File: src/rtl/sipo_pkg.sv
// Shared definitions for the serial-in/parallel-out receiver.
//   WIDTH_DEF  : default word length in bits
//   rx_state_t : shift-core state, kept for debug visibility
package sipo_pkg;

    localparam int unsigned WIDTH_DEF = 4;

    typedef enum logic [0:0] {
        RX_IDLE  = 1'b0,
        RX_SHIFT = 1'b1
    } rx_state_t;

endpackage

File: src/rtl/sipo_deserializer_rx_shift_core.sv
// Shift core: collects one bit per qualified cycle into a WIDTH-bit word.
// Ports:
//   clk, rst            : clock, synchronous active-high reset
//   sin_i, sin_valid_i  : serial bit and its qualifier
//   frame_start_i       : with sin_valid_i, marks sin_i as bit 0 of a new word
//   word_o, word_done_o : completed word, valid in the cycle word_done_o pulses
//   bit_cnt_o           : bits collected in the current partial word
module sipo_shift_core
    import sipo_pkg::*;
#(
    parameter int unsigned WIDTH     = WIDTH_DEF,
    parameter bit          MSB_FIRST = 1'b0,
    parameter int unsigned CNT_W     = $clog2(WIDTH + 1)
) (
    input  logic             clk,
    input  logic             rst,
    input  logic             sin_i,
    input  logic             sin_valid_i,
    input  logic             frame_start_i,
    output logic [WIDTH-1:0] word_o,
    output logic             word_done_o,
    output logic [CNT_W-1:0] bit_cnt_o
);

    logic [WIDTH-1:0] shreg_q, shreg_d;
    logic [CNT_W-1:0] cnt_q, cnt_d;
    rx_state_t        state_q, state_d;

    logic [CNT_W-1:0] idx;
    logic [WIDTH-1:0] word_v;
    int               pos;

    always_comb begin
        shreg_d     = shreg_q;
        cnt_d       = cnt_q;
        word_v      = shreg_q;
        word_done_o = 1'b0;
        idx         = cnt_q;
        pos         = 0;

        if (sin_valid_i) begin
            // A frame start realigns: the partial word is dropped silently.
            if (frame_start_i || (state_q == RX_IDLE)) begin
                idx    = '0;
                word_v = '0;
            end
            pos = MSB_FIRST ? (int'(WIDTH) - 1 - int'(idx)) : int'(idx);
            for (int i = 0; i < int'(WIDTH); i++) begin
                if (i == pos) begin
                    word_v[i] = sin_i;
                end
            end
            if (idx == CNT_W'(WIDTH - 1)) begin
                word_done_o = 1'b1;
                cnt_d       = '0;
                shreg_d     = '0;
            end else begin
                cnt_d   = idx + CNT_W'(1);
                shreg_d = word_v;
            end
        end

        state_d = (cnt_d == '0) ? RX_IDLE : RX_SHIFT;
    end

    always_ff @(posedge clk) begin
        if (rst) begin
            shreg_q <= '0;
            cnt_q   <= '0;
            state_q <= RX_IDLE;
        end else begin
            shreg_q <= shreg_d;
            cnt_q   <= cnt_d;
            state_q <= state_d;
        end
    end

    assign word_o    = word_v;
    assign bit_cnt_o = cnt_q;

endmodule

File: src/rtl/sipo_deserializer_rx.sv
// Serial-in/parallel-out receiver with a one-entry valid/ready output register.
// Ports:
//   clk, rst                 : clock, synchronous active-high reset
//   sin_i, sin_valid_i       : serial bit and its qualifier
//   frame_start_i            : realign, sin_i becomes bit 0 of a new word
//   clr_overrun_i            : clears the sticky overrun flag
//   pout_o, pout_valid_o     : held word and its valid flag
//   pout_ready_i             : consumer accepts pout_o when valid & ready
//   busy_o, bit_cnt_o        : partial-word status
//   overrun_o                : sticky, a completed word was dropped
module sipo_deserializer_rx
    import sipo_pkg::*;
#(
    parameter int unsigned WIDTH     = WIDTH_DEF,
    parameter bit          MSB_FIRST = 1'b0,
    parameter int unsigned CNT_W     = $clog2(WIDTH + 1)
) (
    input  logic             clk,
    input  logic             rst,
    input  logic             sin_i,
    input  logic             sin_valid_i,
    input  logic             frame_start_i,
    input  logic             clr_overrun_i,
    output logic [WIDTH-1:0] pout_o,
    output logic             pout_valid_o,
    input  logic             pout_ready_i,
    output logic             busy_o,
    output logic [CNT_W-1:0] bit_cnt_o,
    output logic             overrun_o
);

    logic [WIDTH-1:0] word;
    logic             word_done;

    logic [WIDTH-1:0] pout_q, pout_d;
    logic             valid_q, valid_d;
    logic             overrun_q, overrun_d;
    logic             overrun_set;

    sipo_shift_core #(
        .WIDTH     (WIDTH),
        .MSB_FIRST (MSB_FIRST),
        .CNT_W     (CNT_W)
    ) u_core (
        .clk           (clk),
        .rst           (rst),
        .sin_i         (sin_i),
        .sin_valid_i   (sin_valid_i),
        .frame_start_i (frame_start_i),
        .word_o        (word),
        .word_done_o   (word_done),
        .bit_cnt_o     (bit_cnt_o)
    );

    always_comb begin
        pout_d      = pout_q;
        valid_d     = valid_q;
        overrun_set = 1'b0;

        if (word_done) begin
            // A word accepted this cycle frees the slot for the new one.
            if (!valid_q || pout_ready_i) begin
                pout_d  = word;
                valid_d = 1'b1;
            end else begin
                overrun_set = 1'b1;
            end
        end else if (valid_q && pout_ready_i) begin
            valid_d = 1'b0;
        end

        // Set beats clear.
        if (overrun_set) begin
            overrun_d = 1'b1;
        end else if (clr_overrun_i) begin
            overrun_d = 1'b0;
        end else begin
            overrun_d = overrun_q;
        end
    end

    always_ff @(posedge clk) begin
        if (rst) begin
            pout_q    <= '0;
            valid_q   <= 1'b0;
            overrun_q <= 1'b0;
        end else begin
            pout_q    <= pout_d;
            valid_q   <= valid_d;
            overrun_q <= overrun_d;
        end
    end

    assign pout_o       = pout_q;
    assign pout_valid_o = valid_q;
    assign overrun_o    = overrun_q;
    assign busy_o       = (bit_cnt_o != '0);

endmodule

File: config.mk
export PLATFORM = sky130hd
export DESIGN_NAME = sipo_deserializer_rx
export DESIGN_NICKNAME = d
export VERILOG_FILES = /design/src/rtl/sipo_pkg.sv /design/src/rtl/sipo_deserializer_rx_shift_core.sv /design/src/rtl/sipo_deserializer_rx.sv
export SDC_FILE = /design/constraint.sdc
export NUM_CORES = 1
export LEC_CHECK = 0
export ABC_AREA = 1
export BUFFER_PORTS_ARGS = -buffer_cell sky130_fd_sc_hd__buf_2
export CAP_MARGIN = 20
export CORE_UTILIZATION = 25
export CTS_CLUSTER_SIZE = 8
export DETAILED_ROUTE_END_ITERATION = 8
export GPL_ROUTABILITY_DRIVEN = 0
export PLACE_DENSITY_LB_ADDON = 0.05
export SYNTH_ARGS = -nofsm -noshare
export SYNTH_HDL_FRONTEND = slang
export SYNTH_SLANG_ARGS = --single-unit
File: constraint.sdc
create_clock -name clk -period 2.8 [get_ports clk]
set_input_delay 0.56 -clock clk [delete_from_list [all_inputs] [get_ports clk]]
set_output_delay 0.56 -clock clk [all_outputs]
set_load 0.03 [all_outputs]
==> summary.txt <==
Final layout
  – N_diodes: 0
  – Share of cells above drive strength 1: between 20% and 30%
  – Fill cells: 347
  – Nets: 138
  – P&R area growth vs syn: 17.8%

GRT
  – Initial antenna violation count: 0
  – Aggregate global-route resource usage: 11.1%
  – Grt ovf: 0
  – First-pass GRT wire length: 2790 um
  – Pin count of the biggest net entering global routing: 13
  – Vias in the first global route: 617

Critical path
  – Worst path depth: 10
  – CP arrival: 2.09 ns
  – WS Path Type: register to register
  – Reg2Reg Launch Point: u_core.state_q
  – Critical-path top delay cell: dfxtp_1
  – Crit. End Element: register
  – Family with the most delay on the worst path: simple AND/OR/NAND/NOR gates
  – Most used cell, CP: inv_1
  – CP Launch Point: u_core.state_q
  – WP data required: 2.99 ns
  – Startpoint types: register
  – CP max FO: 6
  – Reg2reg path depth: 10
  – CP max stage delay: 0.38 ns
  – Crit path buf inv count: 4
  – Worst-path cell chain: inv_1, nor2_4, inv_1, nor2_1, ha_1, nand4_4, inv_1, nand3_1, nand2_1, inv_1

Detailed routing
  – WL final: 1700 um
  – WL/cell: 9.98 um
  – Post-route ant nets: 0
  – DR DRC count: 0
  – Initial drt markers: 8
  – Vias per cell: 4.12
  – First-pass DRT Iterations: 4
  – Via Count: 700

Clock tree
  – Clock Latency Late Sink: ~0.28 ns
  – Clock-pin slew on the worst setup and hold paths: 0.09 ns
  – Clock Path Buffers: 2
  – Inserted Clock Buffers: 3
  – Post-CTS resize count: 0
  – CTS H-Tree Depth: 1
  – Sinks on the clock net: 14
  – CTS tree: built
  – CTS Hold Bufs: 0
  – Number of post-CTS setup repair buffers: 0
  – CTS root buffer: clkbuf_4

STA
  – Setup violators final: 0
  – RSZ-0062 raised after global routing: false
  – Final Hold Violating Endpoints: 0
  – Fmax achieved: about 530 MHz
  – Final slew viol count: 0
  – Worst slew pin tran: 0.317 ns
  – Final Critical Period: 1.90 ns
  – Setup TNS: 0 ns
  – Slew HR: 78.9%
  – Fin crit share: between 60% and 70%
  – Setup Skew: 0.00184 ns

Power and ir drop
  – Worst VDD drop: 0.171 mV
  – Design Power: 406 uW
  – PwrDens: 433 mW/mm^2
  – Pleak: 0.000453 uW

Min path
  – Hold Path Origin: overrun_o
  – Worst Hold Depth: 2
  – Hold Path Class: register to register

Place
  – PortBufs: 16
  – DP HPWL: 1300 um

Run
  – Number of max-cap violations: 0

Yosys
  – Synthesized flop and latch total: 14
  – Ys async rst share: 0%
  – Syn nets: 120
  – Post-synth EDFFs: 0
  – Ys flop type: dfxtp_1
  – Mapped Cells: 109
  – Register area share after synthesis: 35.2%
  – Syn_area_per_cell: between 7 and 8 um^2
  – YS warnings: 0
  – Synth top area share: between 30% and 40%
  – Netlist cell types: 20
  – Largest area contributor in the netlist: dfxtp_1
  – Cell with the most instances after synthesis: inv_1
  – Mapped Area: between 700 and 800 um^2
  – List of most frequent post-synthesis cells: 22 x inv_1, 21 x nand2_1, 14 x dfxtp_1, 10 x nand3_1, 9 x a21oi_1
  – Synth top area cells: dfxtp_1 35%, inv_1 10%, nand2_1 9.9%

Die
  – Std cell rows: 20
  – I/O pins: 17
  – Die width: 58.4 um
  – Core ar.: between 0.003 and 0.004 mm^2
  – Die area: ~0.0034 mm^2
  – Vert. Die Dim: 58.4 um
  – Starting density of the core: 26.3%

Run status
  – Status: finished, final reports clean
kinds of logic after synthesis:
family / share of synthesized area, %
AOI/OAI and AO/OA: 8.33
and+or+nand+nor: 35.5
DFF: 35.2
buffers and inverters: 14.6
adders and majority gates: 6.29
through the flow:
step	area, um^2	hold slack (ns)	setup WS (ns)	util, %	std cells
after floorplan	796	0.445	1.04	-	109
after global placement	901	0.449	0.677	29.8	166
after detailed placement	901	0.458	0.615	29.8	166
after CTS	937	0.473	0.864	31.0	170
after global routing	937	0.487	0.716	31.0	170
final	937	0.468	0.904	31.0	170
cell usage in the layout, fill, tap and decap left out, drive strengths merged:
cell and instances:
a21oi 9, buf 16, clkbuf 4, dfxtp 14, ha 4, inv 23
nand2 25, nand3 14, nand4 3, nor2 9, o21ai 3, o22ai 1
or2 1
state kept, by name, indices dropped and copies added (netlist names):
name,cells
u_core.shreg_q,4
u_core.state_q,1
pout_valid_o,1
u_core.bit_cnt_o,3
overrun_o,1
pout_o,4
layer usage:
metal | share of wire (%) | track usage [%]
met1 | 47 | 14.0
met5 | 0 | 0
met2 | 46 | 17.7
met3 | 5.1 | 3.96
met4 | 1.1 | 3.06
worst reg2reg max path, delay by kind of cell (launching register included):
family | cells | cell delay [ns]
buf+inv | 4 | 0.36
flops | 1 | 0.38
simple gates | 5 | 0.69
fa+ha+maj | 1 | 0.38
path summary, 6_finish.rpt:
| kind | to | slack [ns] |
|---|---|---|
| min | overrun_o | 0.47 |
| max reg2reg | pout_o[0] | 0.90 |
| min reg2reg | overrun_o | 0.47 |
| max | pout_o[0] | 0.90 |
layout make-up:
cell class              count  area, um^2  area share [%]
flip-flops and latches     14         280            29.9
repair buffers             16        80.1            8.54
well taps                  44        55.1            5.87
multi-input cells          69         399            42.6
inverters                  23        86.3            9.21
clock buffers               4        36.3            3.87
where the power goes:
part | leakage, uW | internal [uW] | total [uW] | switching, uW
combinational | 0.000318 | 15.2 | 48.1 | 32.9
clock | 0.0000210 | 79.1 | 151 | 71.4
sequential | 0.000114 | 204 | 207 | 3.33
Note: power is estimated with default switching activity, not from simulation.
